==> config.mk <==
export PLATFORM = sky130hd
export DESIGN_NAME = pop_count_pipe
export DESIGN_NICKNAME = d
export VERILOG_FILES = /design/src/rtl/pop_count_pipe.sv
export SDC_FILE = /design/constraint.sdc
export NUM_CORES = 1
export LEC_CHECK = 0
export BUFFER_PORTS_ARGS = -buffer_cell sky130_fd_sc_hd__buf_2
export CORE_ASPECT_RATIO = 1.4
export CORE_UTILIZATION = 45
export DETAILED_ROUTE_END_ITERATION = 16
export HOLD_SLACK_MARGIN = 0.08
export PLACE_DENSITY = 0.71
export SLEW_MARGIN = 20
export SYNTH_ARGS = -nofsm -noshare
export SYNTH_HDL_FRONTEND = slang
export SYNTH_SLANG_ARGS = --single-unit
export TNS_END_PERCENT = 100
==> constraint.sdc <==
create_clock -name clk -period 3.41 [get_ports clk]
set_clock_uncertainty 0.05 [all_clocks]
set_input_delay 0.1705 -clock clk [delete_from_list [all_inputs] [get_ports clk]]
set_output_delay 0.1705 -clock clk [all_outputs]
set_load 0.1 [all_outputs]
==> src/rtl/pop_count_pipe.sv <==
// Pipelined SWAR population counter; the valid bit travels beside the data, LAT = ceil(LEVELS/REG_EVERY) enabled edges.
// en=0 freezes every stage. Optional macro POP_COUNT_XOR_EN adds inp_b and counts inp ^ inp_b (Hamming distance).
module pop_count_pipe #(
  parameter int WIDTH     = 49,
  parameter int REG_EVERY = 2
) (
  input  logic                       clk,
  input  logic                       rst,
  input  logic                       en,
  input  logic                       in_valid,
  input  logic [WIDTH-1:0]           inp,
`ifdef POP_COUNT_XOR_EN
  input  logic [WIDTH-1:0]           inp_b,
`endif
  output logic                       out_valid,
  output logic [$clog2(WIDTH+1)-1:0] outp
);

  localparam int LEVELS = (WIDTH <= 1) ? 1 : $clog2(WIDTH);
  localparam int OUT_W  = $clog2(WIDTH + 1);
  localparam int LAT    = (REG_EVERY < 1) ? 1 : (LEVELS + REG_EVERY - 1) / REG_EVERY;
  localparam int P      = 1 << LEVELS;

  if (WIDTH < 1 || WIDTH > 1024) begin : g_bad_width
    $error("pop_count_pipe: WIDTH=%0d outside 1..1024", WIDTH);
  end
  if (REG_EVERY < 1 || REG_EVERY > LEVELS) begin : g_bad_reg_every
    $error("pop_count_pipe: REG_EVERY=%0d outside 1..%0d", REG_EVERY, LEVELS);
  end

  // Low half of every 2^(k+1)-bit field set: selects the 2^k-bit operands of level k.
  function automatic logic [P-1:0] swar_mask(input int k);
    logic [P-1:0] m;
    m = '0;
    for (int i = 0; i < P; i++) begin
      m[i] = (((i >> k) & 1) == 0);
    end
    return m;
  endfunction

  logic [WIDTH-1:0] w_vec;
`ifdef POP_COUNT_XOR_EN
  assign w_vec = inp ^ inp_b;
`else
  assign w_vec = inp;
`endif

  logic [P-1:0] w_pad;
  always_comb begin
    w_pad              = '0;
    w_pad[WIDTH-1:0]   = w_vec;
  end

  for (genvar k = 0; k < LEVELS; k++) begin : g_lvl
    localparam logic [P-1:0] MASK = swar_mask(k);
    localparam int           SH   = 1 << k;

    logic [P-1:0] w_in;
    logic [P-1:0] w_sum;
    logic [P-1:0] w_out;

    if (k == 0) begin : g_src
      assign w_in = w_pad;
    end else begin : g_chain
      assign w_in = g_lvl[k-1].w_out;
    end

    assign w_sum = (w_in & MASK) + ((w_in >> SH) & MASK);

    // The last level is always registered, but into the narrow outp register below.
    if (k == LEVELS - 1) begin : g_last
      assign w_out = w_sum;
    end else if (((k + 1) % REG_EVERY) == 0) begin : g_reg
      logic [P-1:0] r_q;
      always_ff @(posedge clk or posedge rst) begin
        if (rst) begin
          r_q <= '0;
        end else if (en) begin
          r_q <= w_sum;
        end
      end
      assign w_out = r_q;
    end else begin : g_comb
      assign w_out = w_sum;
    end
  end

  logic [P-1:0]     w_top;
  logic [OUT_W-1:0] r_outp;
  logic [LAT-1:0]   r_vld;

  assign w_top = g_lvl[LEVELS-1].w_out;

  always_ff @(posedge clk or posedge rst) begin
    if (rst) begin
      r_outp <= '0;
      r_vld  <= '0;
    end else if (en) begin
      r_outp   <= OUT_W'(w_top);
      r_vld[0] <= in_valid;
      for (int i = 1; i < LAT; i++) begin
        r_vld[i] <= r_vld[i-1];
      end
    end
  end

  assign outp      = r_outp;
  assign out_valid = r_vld[LAT-1];

endmodule
==> results by group <==
Outcome
  • Status: finished with violations
  • Failing checks: design-rule violations

Global route
  • GR Overflow Total: 0
  • Initial antenna violation count: 0
  • Pin count of the biggest net entering global routing: 67
  • First-pass GRT wire length: 12.8 mm
  • Vias in the first global route: 2923
  • Global Route Usage Sum: 16.3%

Synth
  • Synth async-reset ratio: 100%
  • Syn. warnings: 0
  • Seq/Total Area, Yosys: 35.9%
  • Primary FF master, synth: dfrtp_1
  • Synth Net Count: 510
  • Syn Area/Cell: 12.1 sq um
  • EDFF count, synth: 0
  • Mapped cell area: 0.00432 sq mm
  • Distinct cells, synth: 27
  • Post-Syn Instances: 356
  • FF+latch count, synth: 62

Timing
  • Fin. Hold Viols: 0
  • Final WS setup: 0.749 ns
  • RSZ-0062 raised after global routing: false
  • FMAX: 376 MHz
  • Worst slew margin: 48.9%
  • Shortest period the worst path allows: 2.66 ns
  • Fin crit share: 78.0%
  • Max Slew Vio Count: 0
  • Worst Max-Slew Pin Slew: 0.765 ns
  • Setup TNS: 0 ns
  • Final number of setup-violating endpoints: 0

Worst setup path
  • Worst EP arrival: 2.82 ns
  • Crit. End Element: flop
  • CP Data Required Time: 3.57 ns
  • Crit Path Max Fanout: 3
  • R2R cell count: 10
  • Startpoint Class: flop
  • Kind of critical path: flop to flop

Clocking
  • H-tree levels: 3
  • CTS root buf: clkbuf_16
  • Clock sink count: 62
  • Reg clk slew, reported paths: 0.05 ns
  • Worst-skew pair later-pin latency: 0.33 ns
  • CTS Buffer Depth: 2
  • Num CTS Buffers: 9
  • # Post-CTS Setup Buffers: 0
  • CTS tree: done
  • Post_cts resized: 0

Place
  • DP HPWL: 5.46 mm
  • Post-DP Area: 0.00474 sq mm
  • Gpl congestion: 0.750
  • Pre-CTS setup slack: 0.751 ns
  • Port Buf Inserts: 59

Worst hold path
  • Hold WC Path Type: primary input to flop
  • Hold depth: 3

Power
  • Clk pwr share: 18.6%
  • Pleak: 2.69 nW
  • Share of power burned in registers: 24.6%
  • P_sw: 1.75 mW
  • Power after layout: 4.39 mW
  • Peak supply drop: 368 uV
  • Pwr per Cell Area: 872 mW/mm^2
  • Combinational share of power: 56.7%
  • Switching share of power: 39.9%
  • Int Pwr: 2.64 mW

Routing
  • Final WL: 7.01 mm
  • DRT iter0 DRCs: 112
  • WL/cell: 13.2 um
  • DR vias: 2734
  • Antenna violation net count after detailed routing: 0
  • DR pass1 iterations: 12
  • Drt via density: 5.13
  • Residual DRC: 1

Die
  • Die area: 0.0100 sq mm
  • Die W: 84.8 um
  • Core box area: 0.00918 sq mm
  • Ports: 60
  • Rows: 41
  • Starting Density: 47.1%
  • Die Ht: 118 um

Finish
  • Fraction of layout cells with a size suffix above 1: 19.2%
  • Area Growth Syn to Fin: 16.6%
  • Post-route cell area: 0.00504 sq mm
  • Nets: 576
  • Commonest non-fill, non-tap cells in the layout: ha_1 (78), dfrtp_1 (62), buf_2 (59)
  • N_diodes: 0
  • Commonest non-fill, non-tap cell in the layout: ha_1

Run
  • Max-cap violations: 0
power groups by stage:
stage               clock network (mW)  registers [mW]  logic [mW]
floorplan                            0            1.34        1.77
global placement                     0            1.08        2.42
detailed placement                   0            1.09        2.52
CTS                              0.842            1.08        2.55
global route                     0.866            1.11        2.80
finish                           0.817            1.08        2.49
final timing paths:
check / startpoint / endpoint / slack [ns]
setup reg to reg: g_lvl[3].g_reg.r_q[0] / outp[5] / 0.75
min in group asynchronous: rst / r_vld[1] / 0.49
hold reg to reg: outp[0] / outp[0] / 0.42
max in group asynchronous: rst / outp[3] / 1.99
setup / recovery: g_lvl[3].g_reg.r_q[0] / outp[5] / 0.75
hold / removal: en / g_lvl[1].g_reg.r_q[1] / 0.19
worst max-delay path, stage by stage (launching register included):
cell and delay, ns:
dfrtp_1 0.35, ha_1 0.20, inv_1 0.06, fa_1 0.47, inv_1 0.06, ha_1 0.32, a211oi_2 0.22, o21bai_1 0.10
a21oi_2 0.16, xnor3_1 0.30, mux2_4 0.26
per-layer routing:
layer / part of all wire (%) / track usage, % / wire length [um]
met1: 41 / 18.8 / 2880
met4: 2.2 / 7.31 / 153
met3: 2.3 / 3.37 / 161
met5: 0 / 0 / 0
met2: 54 / 28.7 / 3820
area by class of cell:
type,instances,area [sq um]
well taps,107,134
clock buffers,14,264
fillers,802,4150
repair buffers,64,353
multi-input cells,248,2590
inverters,37,139
flip-flops and latches,62,1550
clock inverters,1,5.00
cell families (layout without fill, tap and decap cells):
family	count (synthesis)	after routing	share of synthesized area (%)
AND/OR/NAND/NOR	23	23	2.26
adder cells (fa/ha/maj)	101	101	33.2
AO/OA/AOI/OAI	61	61	8.86
multiplexers	42	42	11.0
buffers and inverters	46	116	4.11
XOR/XNOR	21	21	4.58
flip-flops	62	62	35.9
stage by stage:
step	utilization, %	hold WS (ns)	cells
floorplan	-	0.255	356
global placement	51.6	0.305	515
detailed placement	51.6	0.310	515
CTS	54.9	0.190	533
global route	54.9	0.218	533
finish	54.9	0.192	533
sequential cells by signal, summed over array words and instances (netlist names):
signal / flops
r_vld: 3
outp: 6
g_lvl.g_reg.r_q: 53
cells in the mapped netlist (4+ instances only):
master | number | area, sq um
a21oi_1 | 17 | 85.1
fa_1 | 23 | 460
buf_2 | 4 | 20.0
dfrtp_1 | 62 | 1550
o21ai_1 | 14 | 70.1
xnor2_1 | 19 | 166
inv_1 | 37 | 139
nand2_1 | 12 | 45.0
buf_1 | 4 | 15.0
nor2_1 | 7 | 26.3
mux2_2 | 4 | 45.0
a21o_1 | 22 | 165
ha_1 | 78 | 976
mux2_1 | 37 | 417
what timing repair did:
| item | CTS | global route |
|---|---|---|
| hold buffers | 3 | 0 |
| endpoints found under the setup margin | 0 | 0 |
| hold endpoints to repair | 38 | 0 |
No activity file was read; power rests on OpenSTA's default activity.
